===== config.mk =====
export PLATFORM = sky130hd
export DESIGN_NAME = varredor_mux_8
export DESIGN_NICKNAME = d
export VERILOG_FILES = /design/src/rtl/varredor_mux_8.sv
export SDC_FILE = /design/constraint.sdc
export NUM_CORES = 1
export LEC_CHECK = 0
export BUFFER_PORTS_ARGS = -buffer_cell sky130_fd_sc_hd__buf_2
export CAP_MARGIN = 20
export CORE_MARGIN = 2
export CORE_UTILIZATION = 47
export CTS_CLUSTER_DIAMETER = 50
export DETAILED_ROUTE_END_ITERATION = 8
export HOLD_SLACK_MARGIN = 0.12
export PLACE_DENSITY = 0.71
export SYNTH_ARGS = -nofsm -noshare
export SYNTH_HDL_FRONTEND = slang
export SYNTH_SLANG_ARGS = --single-unit

===== constraint.sdc =====
create_clock -name clock -period 2.5 [get_ports clock]
set_clock_uncertainty 0.15 [all_clocks]
set_input_delay 0.5 -clock clock [delete_from_list [all_inputs] [get_ports clock]]
set_output_delay 0.5 -clock clock [all_outputs]
set_load 0.01 [all_outputs]

===== src/rtl/varredor_mux_8.sv =====
// Channel sweeper for an 8-input mux: walks sel from 0 to 7, waits TICKS settling
// cycles on each channel, then registers mux_out together with its channel index.
//
// state   | meaning
// IDLE    | waiting for iniciar; sel holds its last value
// ESTAB   | mux settling on channel sel; counter runs 0..TICKS-1
// CAPTURA | one cycle; sample mux_out at the exiting edge
// FIM     | one cycle after channel 7; restart if continuo, else go idle
module varredor_mux_8 #(
  parameter int BITS  = 4,
  parameter int TICKS = 4
) (
  input  logic            clock,
  input  logic            reset,
  input  logic            iniciar,
  input  logic            continuo,
  input  logic            parar,
  input  logic [BITS-1:0] mux_out,
  output logic [2:0]      sel,
  output logic [BITS-1:0] dado,
  output logic [2:0]      canal,
  output logic            dado_valido,
  output logic            ocupado,
  output logic            pronto,
  output logic [1:0]      db_estado
);

  typedef enum logic [1:0] {
    IDLE    = 2'd0,
    ESTAB   = 2'd1,
    CAPTURA = 2'd2,
    FIM     = 2'd3
  } estado_t;

  localparam logic [7:0] CNT_FIM = 8'(TICKS - 1);

  estado_t    estado, prox;
  logic [7:0] cnt, cnt_prox;
  logic [2:0] sel_prox;
  logic       captura;

  always_ff @(posedge clock) begin
    if (reset) begin
      estado      <= IDLE;
      cnt         <= 8'd0;
      sel         <= 3'd0;
      dado        <= '0;
      canal       <= 3'd0;
      dado_valido <= 1'b0;
    end else begin
      estado      <= prox;
      cnt         <= cnt_prox;
      sel         <= sel_prox;
      dado_valido <= captura;
      if (captura) begin
        dado  <= mux_out;
        canal <= sel;
      end
    end
  end

  always_comb begin
    prox     = estado;
    cnt_prox = cnt;
    sel_prox = sel;
    captura  = 1'b0;
    case (estado)
      IDLE: begin
        if (iniciar && !parar) begin
          prox     = ESTAB;
          sel_prox = 3'd0;
          cnt_prox = 8'd0;
        end
      end
      ESTAB: begin
        if (parar) begin
          prox     = IDLE;
          sel_prox = 3'd0;
          cnt_prox = 8'd0;
        end else if (cnt == CNT_FIM) begin
          prox = CAPTURA;
        end else begin
          cnt_prox = cnt + 8'd1;
        end
      end
      CAPTURA: begin
        if (parar) begin
          prox     = IDLE;
          sel_prox = 3'd0;
          cnt_prox = 8'd0;
        end else begin
          captura = 1'b1;
          if (sel == 3'd7) begin
            prox = FIM;
          end else begin
            prox     = ESTAB;
            sel_prox = sel + 3'd1;
            cnt_prox = 8'd0;
          end
        end
      end
      FIM: begin
        if (continuo && !parar) begin
          prox     = ESTAB;
          sel_prox = 3'd0;
          cnt_prox = 8'd0;
        end else begin
          prox = IDLE;
          // a normal finish leaves sel on channel 7; only an abort clears it
          if (parar) sel_prox = 3'd0;
        end
      end
      default: begin
        prox     = IDLE;
        sel_prox = 3'd0;
        cnt_prox = 8'd0;
      end
    endcase
  end

  assign ocupado   = (estado != IDLE);
  assign pronto    = (estado == FIM);
  assign db_estado = estado;

endmodule


==> impl_metrics.ini <==
[route]
drc = 0
drtPass1Iterations = 4
drtAntennaViolNets = 0
drt_iter0_drc = 8
wl_per_cell_um = 13.4
num_vias = 918
vias_per_cell = 5.60
wirelength_mm = 2.20

[logic_synthesis]
avgSynthCellArea_um2 = 9.31
yosysMostFrequentCell = dfxtp_1
synth_enable_flop_cells = 0
synth-seq-cells = 21
synth_seq_area_share_pct = 40.0
syn_area_um2 = 1050
ys.flop_type = dfxtp_1
syn_inst = 113
yosysTopAreaCell = dfxtp_1
synth_nets = 125
synth_top_area_share_pct = 40.0
async_reset_ff_share_pct = 0
ys_warn_count = 0
synth_commonest_cells = 21 x dfxtp_1, 14 x nor2_1, 8 x mux2i_1
synth.distinct_cells = 37
yosys-top-cells-area = dfxtp_1 40%, mux2i_1 7.6%, nor2_1 5.0%, ha_1 3.6%, a21oi_1 2.9%

[timing]
finalCriticalPeriod_ns = 2.05
min_period_over_period_pct = 82.1
slew_viol_final = 0
hold_violations = 0
rsz0062_at_grt = false
worst_pin_slew_ns = 0.501
tns_ns = 0
setup_viol = 0
relSlewSlack_pct = 66.3
fin_ws_ns = 0.448
clock.fmax_ghz = 0.487

[clock_tree]
clock_sinks = 21
cts_tree = yes
clock_path_buffers = 2
h-tree-depth = 1
clock_latency_ns = 0.32
cts-resized-gates = 0
ctsHoldBuffers = 0
clkTransAtPathRegs_ns = 0.12
cts_buffers = 3
clockRootBuffer = clkbuf_4
cts_setup_buffers = 0

[critical_path]
crit_type = reg -> reg
r2r_slack_ns = 0.45
cp_top_family = simple AND/OR/NAND/NOR gates
required_ns = 2.58
r2r-start = cnt[0]
crit_cells = 5
worst-path-max-fanout = 7
reg2reg_depth = 5
startpoint = cnt[0]
crit_path_cell_trace = ha_1 > or4b_4 > nor4_4 > a22oi_2 > a311oi_1
cp.arrival_ns = 2.13
cp_num_buf_inv = 0
crit_path_max_incr_delay_ns = 0.51
startpoint_type = register
end_kind = register
r2r-end = cnt[3]
cp_slowest_cell = or4b_4

[placement]
pre_cts_ws_ns = 0.522
port-buffer-count = 23
dp_cells = 160
hpwl_mm = 1.58
gp_congestion = 0.755

[floorplan]
start_util_pct = 48.5
die_w_um = 51.3
fp.dieArea_um2 = 2630
rows = 17
fp.dieH_um = 51.3
core-area_um2 = 2170
ios = 24

[global_routing]
antenna_found_initial = 0
grt_use_met1_pct = 22.1
gr-usage-met2_pct = 29.4
globalRouteMet3Util_pct = 2.92
grt_use_total_pct = 18.0
grt_overflow = 0
grt_pass1_vias = 823
grt_pass1_wl_mm = 3.53
grt_max_degree = 25
grt_busiest_layer = met2

[hold_path]
holdCritPathClass = in -> reg
hold_path_end = dado[3]
whs_path_depth = 3
hp-start = mux_out[3]

[finish]
num_antenna_cells = 0
drive_gt1_share_pct = 25.7
layout.nets = 149
syn2layout_area_growth_pct = 15.5
stdcell_count = 164

[outcome]
status = complete, no violations

[power]
power_density_nw_per_um2 = 455
total_leakage_power_nw = 0.482
irDropWorstVdd_mv = 0.246

[run]
drv_cap = 0
[how the worst max path moves through the flow]
stage | slack, ns | end
after floorplan | 0.55 | cnt[2]
after global placement | 0.59 | cnt[2]
after detailed placement | 0.52 | cnt[3]
after CTS | 0.45 | cnt[3]
after global routing | 0.31 | cnt[3]
final | 0.45 | cnt[3]
[cell usage in the layout, fill, tap and decap left out, drive strengths merged, types with 2 or more instances in the layout]
cell type  count
nand2b         4
a311oi         2
a21o           3
clkbuf         3
mux2i          8
nor2b          3
or4b           2
nor2          15
o21ai          2
nand3          2
a22oi          2
buf           24
inv            4
dfxtp         21
nor4           2
a32oi          2
a21oi          6
ha             3
nor3           3
nand2          7
a211oi         4
o21bai         2
[cell type report]
| cell class | instances | area, um^2 |
|---|---|---|
| fillers | 222 | 955 |
| multi-input cells | 83 | 594 |
| flip-flops and latches | 21 | 420 |
| repair buffers | 24 | 123 |
| well taps | 28 | 35.0 |
| clock buffers | 3 | 22.5 |
| inverters | 4 | 15.0 |
| clock inverters | 1 | 5.00 |
[report_power, final]
part,switching (W),internal (W)
Sequential,0.00000293,0.000336
Combinational,0.0000265,0.0000175
Clock,0.000110,0.0000600
[registers in the layout, summed over array words and instances, names as in the netlist]
| name | count |
|---|---|
| cnt | 8 |
| db_estado | 2 |
| dado_valido | 1 |
| dado | 4 |
| sel | 3 |
| canal | 3 |
[tightest hold or removal path: cells and delay by family]
kind / cells / cell delay [ns]
buffers and inverters: 1 / 0.07
multiplexers: 1 / 0.06
AND/OR/NAND/NOR: 1 / 0.07
[through the flow]
stage	power (W)	utilization [%]	area, um^2	hold slack [ns]
after floorplan	0.000375	-	1050	0.301
after global placement	0.000389	54.7	1190	0.319
after detailed placement	0.000390	54.7	1190	0.326
after CTS	0.000560	56.0	1210	0.250
after global routing	0.000577	56.0	1210	0.281
final	0.000553	56.0	1210	0.260
[per-layer routing]
metal	routed length, um	vias to the layer above
li1	-	463
met1	1030	428
met2	1030	22
met3	91	5
met4	55	0
met5	0	-
[cells by family (layout without fill, tap and decap cells)]
family	count (synthesis)	in the layout	share of synthesized area, %
AND/OR/NAND/NOR	44	44	24.7
AO/OA/AOI/OAI	28	28	20.6
flip-flops	21	21	40.0
buffers and inverters	9	32	3.57
multiplexers	8	8	7.61
adder cells (fa/ha/maj)	3	3	3.57
(Power assumes the default switching activity.)
